[src/rtl/pixel_stream_source.sv]
// Frame-buffer reader: walks a Width x Height image in raster order and emits
// pixels with Frame/Line markers, separated by fixed horizontal and vertical blanking.
module pixel_stream_source #(
    parameter int HBLANK = 4,
    parameter int VBLANK = 16,
    parameter int ADDR_W = 16
) (
    input  logic              Clk,
    input  logic              Reset,
    input  logic              Start,
    input  logic              Continuous,
    input  logic [7:0]        Width,
    input  logic [7:0]        Height,
    output logic [ADDR_W-1:0] MemAddr,
    output logic              MemRe,
    input  logic [7:0]        MemData,
    output logic [7:0]        PixelOut,
    output logic              FrameOut,
    output logic              LineOut,
    output logic              Busy,
    output logic              Done
);
    localparam int BLANK_MAX = (HBLANK > VBLANK) ? HBLANK : VBLANK;
    localparam int CNT_W     = $clog2(BLANK_MAX + 1);
    localparam logic [CNT_W-1:0] HB_LAST = CNT_W'(HBLANK - 1);
    localparam logic [CNT_W-1:0] VB_LAST = CNT_W'(VBLANK - 1);

    typedef enum logic [1:0] {
        S_IDLE   = 2'd0,
        S_ACTIVE = 2'd1,
        S_HBLANK = 2'd2,
        S_VBLANK = 2'd3
    } state_t;

    state_t            state_q, state_d;
    logic [7:0]        width_q, width_d;
    logic [7:0]        height_q, height_d;
    logic [7:0]        col_q, col_d;
    logic [7:0]        row_q, row_d;
    logic [ADDR_W-1:0] addr_q, addr_d;
    logic [CNT_W-1:0]  cnt_q, cnt_d;
    logic              done_q, done_d;

    logic dims_ok, last_col, frame_start;
    logic mem_re, first_line_px, first_frame_px;

    logic       vld_p0, line_p0, frame_p0;
    logic [7:0] pixel_p1;
    logic       line_p1, frame_p1;

    assign dims_ok     = (Width != 8'd0) && (Height != 8'd0);
    assign last_col    = (col_q == width_q - 8'd1);
    assign frame_start = (state_d == S_ACTIVE) &&
                         ((state_q == S_IDLE) || (state_q == S_VBLANK));

    always_ff @(posedge Clk) begin
        if (Reset) begin
            state_q <= S_IDLE;
        end else begin
            state_q <= state_d;
        end
    end

    always_comb begin
        state_d = state_q;
        case (state_q)
            S_IDLE:   if (Start && dims_ok) state_d = S_ACTIVE;
            S_ACTIVE: if (last_col) state_d = S_HBLANK;
            S_HBLANK: if (cnt_q == HB_LAST) state_d = (row_q < height_q) ? S_ACTIVE : S_VBLANK;
            S_VBLANK: if (cnt_q == VB_LAST) state_d = (Continuous && dims_ok) ? S_ACTIVE : S_IDLE;
            default:  state_d = S_IDLE;
        endcase
    end

    always_comb begin
        mem_re         = (state_q == S_ACTIVE);
        first_line_px  = mem_re && (col_q == 8'd0);
        first_frame_px = first_line_px && (row_q == 8'd0);
        done_d         = ((state_q == S_IDLE) && Start && !dims_ok) ||
                         ((state_q == S_VBLANK) && (state_d == S_IDLE));
    end

    // Raster walk: address advances by increment only, dims latched at frame start
    always_comb begin
        width_d  = width_q;
        height_d = height_q;
        col_d    = col_q;
        row_d    = row_q;
        addr_d   = addr_q;
        cnt_d    = '0;
        if (frame_start) begin
            width_d  = Width;
            height_d = Height;
            col_d    = 8'd0;
            row_d    = 8'd0;
            addr_d   = '0;
        end else if (state_q == S_ACTIVE) begin
            addr_d = addr_q + ADDR_W'(1);
            if (last_col) begin
                col_d = 8'd0;
                row_d = row_q + 8'd1;
            end else begin
                col_d = col_q + 8'd1;
            end
        end
        if (((state_q == S_HBLANK) || (state_q == S_VBLANK)) && (state_d == state_q)) begin
            cnt_d = cnt_q + CNT_W'(1);
        end
    end

    always_ff @(posedge Clk) begin
        if (Reset) begin
            col_q  <= 8'd0;
            row_q  <= 8'd0;
            addr_q <= '0;
            cnt_q  <= '0;
            done_q <= 1'b0;
        end else begin
            col_q  <= col_d;
            row_q  <= row_d;
            addr_q <= addr_d;
            cnt_q  <= cnt_d;
            done_q <= done_d;
        end
    end

    always_ff @(posedge Clk) begin
        width_q  <= width_d;
        height_q <= height_d;
    end

    // Stage p0: read issued, RAM data arrives next cycle
    always_ff @(posedge Clk) begin
        if (Reset) begin
            vld_p0   <= 1'b0;
            line_p0  <= 1'b0;
            frame_p0 <= 1'b0;
        end else begin
            vld_p0   <= mem_re;
            line_p0  <= first_line_px;
            frame_p0 <= first_frame_px;
        end
    end

    // Stage p1: registered pixel, blanked when no read was in flight
    always_ff @(posedge Clk) begin
        if (Reset) begin
            pixel_p1 <= 8'd0;
            line_p1  <= 1'b0;
            frame_p1 <= 1'b0;
        end else begin
            pixel_p1 <= vld_p0 ? MemData : 8'd0;
            line_p1  <= line_p0;
            frame_p1 <= frame_p0;
        end
    end

    assign MemRe    = mem_re;
    assign MemAddr  = mem_re ? addr_q : '0;
    assign PixelOut = pixel_p1;
    assign LineOut  = line_p1;
    assign FrameOut = frame_p1;
    assign Busy     = (state_q != S_IDLE);
    assign Done     = done_q;

endmodule

[config.mk]
export PLATFORM = sky130hd
export DESIGN_NAME = pixel_stream_source
export DESIGN_NICKNAME = d
export VERILOG_FILES = /design/src/rtl/pixel_stream_source.sv
export SDC_FILE = /design/constraint.sdc
export NUM_CORES = 1
export LEC_CHECK = 0
export CORE_MARGIN = 4
export CORE_UTILIZATION = 35
export CTS_BUF_LIST = sky130_fd_sc_hd__clkbuf_16
export CTS_CLUSTER_DIAMETER = 120
export DETAILED_ROUTE_END_ITERATION = 8
export GPL_ROUTABILITY_DRIVEN = 0
export PLACE_DENSITY = 0.59
export SLEW_MARGIN = 20
export SYNTH_ARGS = -nofsm -noshare
export SYNTH_HDL_FRONTEND = slang
export SYNTH_SLANG_ARGS = --single-unit
[constraint.sdc]
create_clock -name Clk -period 2.84 [get_ports Clk]
set_clock_uncertainty 0.05 [all_clocks]
set_input_delay 0.568 -clock Clk [delete_from_list [all_inputs] [get_ports Clk]]
set_output_delay 0.568 -clock Clk [all_outputs]
set_load 0.05 [all_outputs]
Word level (Yosys, flattened, before mapping)
Index checks and enable logic that the tools add are counted.
{"block": "op_classes", "n_addsub": 5, "n_lt_le_gt_ge": 1, "n_eq_ne": 8, "mux": 9, "n_bitwise": 2, "reduce_logical": 25}
{"cell": "16-bit by 1-bit adder with 16-bit output (second input constant)", "n": 1}
{"cell": "8-bit by 1-bit adder with 8-bit output (second input constant)", "n": 2}
{"cell": "8-bit logical NOT", "n": 2}
{"cell": "16-bit 2-to-1 mux", "n": 1}
{"cell": "8-bit nonzero test", "n": 2}
{"cell": "1-bit logical AND", "n": 10}
{"cell": "2-bit 2-to-1 mux", "n": 5}
{"cell": "8-bit == test", "n": 1}
{"cell": "8-bit < comparator", "n": 1}
{"cell": "8-bit 2-to-1 mux", "n": 1}
{"cell": "2-bit case mux with 4 select lines", "n": 1}
{"cell": "8-bit by 1-bit subtractor with 8-bit output (second input constant)", "n": 1}
{"cell": "2-bit OR reduction", "n": 3}
{"cell": "5-bit by 1-bit adder with 5-bit output (second input constant)", "n": 1}
{"cell": "5-bit by 2-bit == test with 1-bit output (second input constant)", "n": 1}
{"cell": "5-bit by 4-bit == test with 1-bit output (second input constant)", "n": 1}
{"cell": "2-bit by 1-bit == test with 1-bit output (second input constant)", "n": 2}
{"cell": "2-bit == test (second input constant)", "n": 2}
{"cell": "2-bit logical NOT", "n": 2}
{"cell": "1-bit logical OR", "n": 3}
{"cell": "2-bit == test", "n": 1}
{"cell": "1-bit NOT", "n": 2}
{"cell": "2-bit AND reduction", "n": 1}
{"cell": "2-bit nonzero test", "n": 1}
{"cell": "2 further kinds", "n": 2}
{"block": "totals", "ff_bits": 69, "inputBits": 28, "out_inout_bits": 29}

Logic depth before layout (Yosys ltp)
Gate-level depths: netlist of the first run.
{"block": "logic_depth", "word_depth": 10, "mapped_depth": 12}

Worst setup path after synthesis of the first run
Ideal clock, no wire load.
{"block": "synth_path", "kind": "reg-to-output", "startpoint": "register state_q[1]", "endpoint": "output port MemAddr[10]", "arrival_ns": 2.202, "t_required_ns": 2.222, "path_slack_ns": 0.020, "stages_incl_launch_ff": 7, "n_path_buf": 3, "path_cell_list": "dfxtp_1 inv_1 ha_1 clkbuf_1 clkbuf_1 clkbuf_1 and2_1"}
{"block": "synth_via", "elab_chain_cells": 2}
{"item": "from (decl)", "line_no": "35", "source": "state_t state_q, state_d;"}
{"item": "from (signal assigned)", "line_no": "60", "source": "state_q <= state_d;"}
{"item": "2-bit by 1-bit == test with 1-bit output", "line_no": "76", "source": "mem_re = (state_q == S_ACTIVE);"}
{"item": "via MemRe", "line_no": "15", "source": "output logic MemRe,"}
{"item": "16-bit 2-to-1 mux", "line_no": "159", "source": "assign MemAddr = mem_re ? addr_q : '0;"}
{"item": "to (decl)", "line_no": "14", "source": "output logic [ADDR_W-1:0] MemAddr,"}
The timed path passes the listed nets, and every way through them passes these cells.

Worst setup path in the final report of the first run
{"block": "layout_path", "startpoint": "input port Width[5]", "endpoint": "register col_q[5]"}
{"block": "layout_via", "elab_chain_cells": 9, "elab_cells_between_ends": 11, "cone_classes": "eq/ne: 1; mux: 4; reduce/logical: 6"}
{"item": "from (decl)", "line_no": "12", "source": "input logic [7:0] Width,"}
{"item": "8-bit nonzero test *", "line_no": "51", "source": "assign dims_ok = (Width != 8'd0) && (Height != 8'd0);"}
{"item": "1-bit logical AND *", "line_no": "51"}
{"item": "1-bit logical AND", "line_no": "70", "source": "S_VBLANK: if (cnt_q == VB_LAST) state_d = (Continuous && dims_ok) ? S_ACTIVE : S_IDLE;"}
{"item": "1-bit 2-to-1 mux", "line_no": "70"}
{"item": "2-bit 2-to-1 mux", "line_no": "70"}
{"item": "2-bit case mux with 4 select lines *", "line_no": "66", "source": "case (state_q)"}
{"item": "2-bit by 1-bit == test with 1-bit output *", "line_no": "53", "source": "assign frame_start = (state_d == S_ACTIVE) &&"}
{"item": "1-bit logical AND *", "line_no": "53"}
{"item": "2-bit OR reduction (no line) *"}
{"item": "to (signal assigned)", "line_no": "119", "source": "col_q <= col_d;"}
{"item": "to (decl)", "line_no": "38", "source": "logic [7:0] col_q, col_d;"}
Every way passes the cells marked *; elsewhere a longest branch is shown, timed or not.
A chain may end at the register's enable or synchronous reset.

==> results.md, run 1 <==
- The buffers plus inverters on the worst setup path is 3.
- The data arrival time of the critical path is 2.97 ns.
- The final period demand of the worst path is 2.78 ns.
- By instance count, the leading cell after synthesis is sky130_fd_sc_hd__dfxtp_1.
- After clock tree synthesis, the clock-pin slew on the worst setup and hold paths is 0.06 ns.
- The type of the worst min-delay path is flop to flop.
- The flow ran to the end, and the final reports show no timing, DRC or antenna violations.
- The worst pin sits at a relative slew slack of 66.0%.
- The critical path runs through a total of 11 cells.
- TritonCTS built the clock tree.
- Across the run, the number of max-cap violations was 0.
- The repair_antennas step left the layout with diodes totalling 0.
- The number of synthesized register bits is 69.
- The length of the first detailed-routing pass in iterations is 4.
- The floorplan step defined a die boundary enclosing 11600 um^2.
- The number of warning messages in the yosys log is 0.
- Counting flops with a built-in enable in the synthesized netlist gives 16.
- The top fanout value on the critical path is 11.
- The starting density of the core is 35.8%.
- The first global-routing pass estimated 13.7 mm of wire.
- The worst setup path is of the input port to flop kind.
- The top cell type by area accounts for 30.5% of the synthesized area.
- During I/O placement, the number of pins put on the boundary was 57.
- The number of clock buffers inserted by TritonCTS is 9.
- The design draws 0.00501 W.
- The number of sinks on the clock net is 69.
- The flip-flop cell with the highest count after synthesis is sky130_fd_sc_hd__dfxtp_1.
- The slack of the worst reg-to-reg path is 0.10 ns.
- The number of DRC markers in iteration 0 is 118.
- The post-route DRC violation count is 0.
- The detailed-route vias per instance is 4.81.
- The cell area after technology mapping is 3480 um^2.
- Of all cell types, the one taking the most synthesized area is sky130_fd_sc_hd__dfxtp_1.
- For the worst flop-to-flop path, the logic depth is 13.
- Setup repair after global routing could not meet its margin everywhere.
- In this run the vertical extent of the chip is 108 um.
- Counting along the longest clock path gives a buffer depth of 2.
- The number of antenna violations at the first check in global routing came to 0.
- The number of max-slew violations in the final report is 0.
- The H-tree generated during clock tree synthesis spans 3 levels.
- The synthesized netlist net count is 415.
- The family of cells with the greatest summed delay on the critical path is simple AND/OR/NAND/NOR gates.
- The final net count is 522.
- The maximum number of pins on one net before global-route repair is 41.
- The routed layout has 2941 vias.
- The share of synthesized area occupied by flip-flops and latches is 44.3%.
- For this design, the slowest cell found on the critical path is sky130_fd_sc_hd__or4_4.
- The core region is 9730 um^2.
- The number of buffer cells added on primary ports is 56.
- The share of the clock period used by the worst path after layout is 98.0%.
- The total grt overflow is 0.
- The transition time at the pin with the least slew margin is 0.509 ns.
- From left edge to right edge, the die measures 108 um.
- The largest vdd supply drop is 0.594 mV.
- The smallest hold slack is 0.380 ns.
- The later pin in the worst-skew pair is clocked with a latency of 0.33 ns.
- The worst hold path depth is 1.
- By area the synthesized netlist is led by sky130_fd_sc_hd__dfxtp_1 30%, sky130_fd_sc_hd__edfxtp_1 14%, sky130_fd_sc_hd__ha_1 7.2%.
- The floorplan has 36 rows.
- A synthesized cell averages 9.48 um^2.
- The via count of the first global-routing pass is 2947.
- The signal on the critical path passes through clkdlybuf4s50_1, or4_4, nor2_4, a21oi_2, nand2_1, a21oi_1, a311o_1, nor3b_4, buf_12, buf_6, nor4_4.
- The maximum clock rate is 359 MHz.
- The largest stage delay on the critical path is 0.56 ns.
- The estimated wirelength of the detail-placed design is 5.74 mm.
- The nature of the critical path startpoint is an input port.
- The count of different cell masters after synthesis is 49.
- The count of nets left with antenna violations once routing finished came out at 0.
- The hold violation count in the final report is 0.
- The root buffer cell chosen for the clock tree is sky130_fd_sc_hd__clkbuf_16.
- Setup violations remaining at the end of the flow were counted as 0.
- Dividing the detail-routed wire length by the instance count gives 13.0 um.
- The total global routing track utilization is 14.7%.
- The worst setup path is captured at a flop.
- After synthesis, the most frequently instantiated cells are 53 x sky130_fd_sc_hd__dfxtp_1, 33 x sky130_fd_sc_hd__nor3_1, 25 x sky130_fd_sc_hd__and2_1.
- The number of standard cells after synthesis is 367.
- For this design the ratio of total power to cell area is 966 nW/um^2.
- Cells with a size suffix above 1 make up 22.8% of the layout.
- Compared with the post-synthesis result, the final layout area differs by 49.3%.
- For this block, the routed nets add up to 7.98 mm of wire.
- Counting flops with an async set or reset pin after synthesis yields a share of 0%.
- The required time reported for the critical path endpoint is 3.03 ns.
- The leakage dissipation is 2.04 nW.
timing repair:
action                     in CTS  in global routing
pin swaps                       0                  7
resized for setup               7                 13
setup buffers                   4                  4
hold buffers                    0                  0
setup endpoints to repair      48                 31
sequential cells by signal, indices dropped and copies added, names as in the netlist, 2 cells and up:
| name | flops |
|---|---|
| addr_q | 16 |
| PixelOut | 8 |
| col_q | 8 |
| height_q | 8 |
| row_q | 8 |
| width_q | 8 |
| cnt_q | 5 |
| state_q | 2 |
cell usage in the layout (no fill, tap or decap), types with 20 or more instances in the layout:
cell	Yosys	routed
sky130_fd_sc_hd__dfxtp_1	53	53
sky130_fd_sc_hd__buf_4	1	49
sky130_fd_sc_hd__clkdlybuf4s50_1	0	37
sky130_fd_sc_hd__nor3_1	33	32
sky130_fd_sc_hd__and2_1	25	25
sky130_fd_sc_hd__inv_1	23	24
sky130_fd_sc_hd__xor2_1	22	22
sky130_fd_sc_hd__buf_12	0	22
sky130_fd_sc_hd__nand2_1	20	20
final timing paths:
check	start	endpoint
setup / recovery	Width[5]	col_q[5]
hold / removal	frame_p0	FrameOut
setup reg to reg	cnt_q[0]	col_q[5]
hold reg to reg	frame_p0	FrameOut
through the flow:
stage          instance area [um^2]  setup TNS (ns)  worst slack, ns  util [%]  std cells
2_1_floorplan                  3480               0           0.0199         -        367
3_3_place_gp                   4710          -15.11           -0.379      48.4        589
3_5_place_dp                   4710          -22.40           -0.518      48.4        589
4_1_cts                        5100               0          0.00343      52.4        609
5_1_grt                        5190          -0.128          -0.0447      53.4        612
6_report                       5190               0           0.0558      53.4        612
routing by layer:
metal / wire (um) / GRT usage, %
met2: 3720 / 23.2
met4: 175 / 5.23
met3: 414 / 3.06
met5: 0 / 0
met1: 3670 / 19.8
area by class of cell:
type,count,area [um^2]
clock buffers,9,225
flip-flops and latches,69,1540
fillers,851,4540
repair buffers,111,1210
multi-input cells,260,1870
clock inverters,7,91.3
inverters,23,86.3
well taps,133,166
kinds of logic after synthesis:
| family | share of synthesized area, % |
|---|---|
| muxes | 0.575 |
| AOI/OAI and AO/OA | 7.30 |
| xor gates and xnor gates | 9.31 |
| and+or+nand+nor | 26.6 |
| DFF | 44.3 |
| buffers and inverters | 4.71 |
| adders and majority gates | 7.19 |
power by group:
| part | switching, W | internal (W) |
|---|---|---|
| logic | 0.00119 | 0.00124 |
| registers | 0.000138 | 0.00127 |
| clock network | 0.000413 | 0.000765 |
(Power assumes the default switching activity.)
==> inputs of run 2 (changes only) <==
--- a/config.mk
+++ b/config.mk
@@ -7,2 +7,3 @@
 export LEC_CHECK = 0
+export CORE_ASPECT_RATIO = 1.2
 export CORE_MARGIN = 4
==> constraint.sdc (replaced) <==
create_clock -name Clk -period 2.84 [get_ports Clk]
set_clock_uncertainty 0.05 [all_clocks]
set_input_delay 0.71 -clock Clk [delete_from_list [all_inputs] [get_ports Clk]]
set_output_delay 0.71 -clock Clk [all_outputs]
set_load 0.05 [all_outputs]
==> run 2 against run 1 <==
Worst hold slack better by 0.018 ns. Die area about the same. Register-to-register slack about the same. Critical endpoint is now height_q[5]. Final cell count down 2.5%. Largest cell class unchanged. Non-clock buffer count down 6. First-iteration DRC count up 44%. Wire length up 3.3%. Power down 2.9%. Critical path depth down 1.
==> results.md, run 2 (synthesis gave the netlist of run 1 again) <==
- The slowest cell on the critical path is sky130_fd_sc_hd__or4_4.
- The number of antenna-violating nets in the routed design is 0.
- The critical path goes through clkdlybuf4s50_1, or4_4, nor2_4, a21oi_4, nand2_2, a21oi_1, a311o_1, nor3b_4, buf_4, clkbuf_16.
- The finished layout holds 597 standard cells, fillers aside.
- The routed design has 8.24 mm of wire.
- The count of maximum capacitance violations is 0.
- The total grt overflow is 0.
- Net switching is 38.1% of the power.
- More flip-flops sit in one register than any other, and that register is addr_q.
- The tree built by TritonCTS fans out to 69 sinks.
- The later pin in the worst-skew pair is clocked with a latency of 0.34 ns.
- The H-tree was split into 3 levels.
- The number of rows in the core area is 39.
- The master cell of the clock root buffer is sky130_fd_sc_hd__clkbuf_16.
- Data on the critical path arrives at its endpoint at 2.85 ns.
- In the final routed layout, each cell accounts on average for 13.8 um.
- The first global-routing pass estimated 12.9 mm of wire.
- The most common library cell in the layout ignoring fill and taps is sky130_fd_sc_hd__buf_4.
- The floorplan die width is 99.0 um.
- Summed over all nets, the switching power comes to 0.00186 W.
- The part of the total power dissipated in sequential elements is 28.4%.
- The hold-fix buffer count after cts is 0.
- The number of max-slew violations in the final report is 0.
- The count of fill cells added during filler insertion is 867.
- The number of flip-flops in the largest register is 16.
- In the layout the commonest cells are 60 x sky130_fd_sc_hd__buf_4, 53 x sky130_fd_sc_hd__dfxtp_1, 35 x sky130_fd_sc_hd__clkdlybuf4s50_1, 24 x sky130_fd_sc_hd__and2_1, 23 x sky130_fd_sc_hd__inv_1.
- The number of setup violations in the final report is 0.
- Counting along the longest clock path gives a buffer depth of 2.
- The combined flip-flop and latch cell area is 1540 um^2.
- The area growth from synthesis to layout is 44.1%.
- The repair_antennas step left the layout with diodes totalling 0.
- The kind of end point of the critical path is a flop.
- The number of buffer cells added on primary ports is 56.
- The leakage dissipation is 1.98 nW.
- Pin placement for this block handled 57 I/O pins.
- The die outline height is 117 um.
- The largest vdd supply drop is 0.387 mV.
- Clock-pin slew was measured on the worst setup and hold paths at 0.05 ns.
- The internal power of the cells totals 0.00301 W.
- The run finished with clean final reports.
- The required time reported for the critical path endpoint is 2.88 ns.
- The top fanout value on the critical path is 7.
- The number of clock buffers inserted by TritonCTS is 9.
- The family of cells with the greatest summed delay on the critical path is simple AND/OR/NAND/NOR gates.
- Summing all multi-input logic gate instances after layout gives 2010 um^2.
- The part of the power in combinational logic is 51.1%.
- In this run the worst hold path is classified as flop to flop.
- The post-route DRC violation count is 0.
- The via count of the first global-routing pass is 2769.
- STA classifies the critical path startpoint as an input port.
- The largest single stage delay on the critical path is 0.54 ns.
- The placed cell count is 569.
- The number of antenna violations at the first check in global routing is 0.
- The die covers 11600 um^2.
- For this run, the post-layout net count is 517.
- The worst setup path is of the input port to flop kind.
- Per report_power, the clock group accounts for 20.6% of the total.
- The worst-case headroom to the max-slew limit is 66.6%.
- The critical path contains buffers and inverters numbering 3 combined.
- The share of final-layout standard cells stronger than drive strength 1 is 27.6%.
- The hold violation count in the final report is 0.
- Across every metal layer, demand over resource in global routing totals 14.1%.
- The maximum clock rate is 356 MHz.
- The share of the clock period used by the worst path after layout is 98.8%.
- The number of DRC markers in iteration 0 is 170.
- The total area inside the core boundary comes to 9610 um^2.
- Summing over every cut layer, the via total after detailed routing is 2901.
- The power density of the placed cells is 971 nW/um^2.
- The routed design could run at a clock period as short as 2.81 ns.
- The length of the first detailed-routing pass in iterations is 4.
- The detailed-route vias per instance is 4.86.
- After legalization and detailed placement, the total HPWL measured 5.78 mm.
- At the pin with the least slew margin, the transition time is 0.501 ns.
- Entering global routing, the biggest net connects 29 pins.
- The smallest hold slack is 0.398 ns.
- TritonCTS built the clock tree.
- The starting density of the core is 36.2%.
## run 2: metal layers
metal  global-route usage [%]  vias up  part of all wire (%)
li1                         -     1491                     -
met5                        0        -                     0
met2                     23.3       73                    47
met4                     6.01        0                   2.0
met1                     17.1     1325                    46
met3                     4.09       12                   5.1
## run 2: layout make-up
cell class                      count  area share (%)
Clock buffer                        9            4.49
Clock inverter                      7           0.873
Inverter                           23            1.72
Multi-Input combinational cell    261            40.2
Sequential cell                    69            30.7
Tap cell                          123            3.07
Timing Repair Buffer              105            18.9
## run 2: what timing repair did
action / in CTS / in global routing
cloned: 1 / 1
pin swaps: 5 / 11
endpoints found under the setup margin: 43 / 51
resized for setup: 10 / 44
setup buffers: 4 / 6
## run 2: path summary, 6_finish.rpt
| kind | start | slack [ns] | end | cells after the start |
|---|---|---|---|---|
| worst max-delay path | Width[0] | 0.03 | height_q[5] | 10 |
| worst min-delay path | line_p0 | 0.40 | LineOut | 1 |
| worst max register to register | width_q[0] | 0.09 | height_q[5] | 11 |
| worst min register to register | line_p0 | 0.40 | LineOut | 1 |
## run 2: stage by stage
step / power (W) / worst slack, ns / cell area (um^2) / TNS (ns) / utilization [%]
floorplan: 0.00255 / 0.0152 / 3480 / 0 / -
global placement: 0.00324 / -0.354 / 4390 / -14.78 / 45.6
detailed placement: 0.00329 / -0.503 / 4390 / -20.24 / 45.6
CTS: 0.00450 / 0.00616 / 4740 / 0 / 49.3
global route: 0.00515 / -0.0251 / 5010 / -0.0793 / 52.2
finish: 0.00487 / 0.0335 / 5010 / 0 / 52.2
## run 2: power groups by stage
stage	Combinational [W]	Clock (W)	Sequential (W)
after CTS	0.00209	0.00103	0.00138
after global routing	0.00268	0.00107	0.00140
final	0.00249	0.00100	0.00138
after global placement	0.00184	0	0.00140
after detailed placement	0.00188	0	0.00140
after floorplan	0.00110	0	0.00145
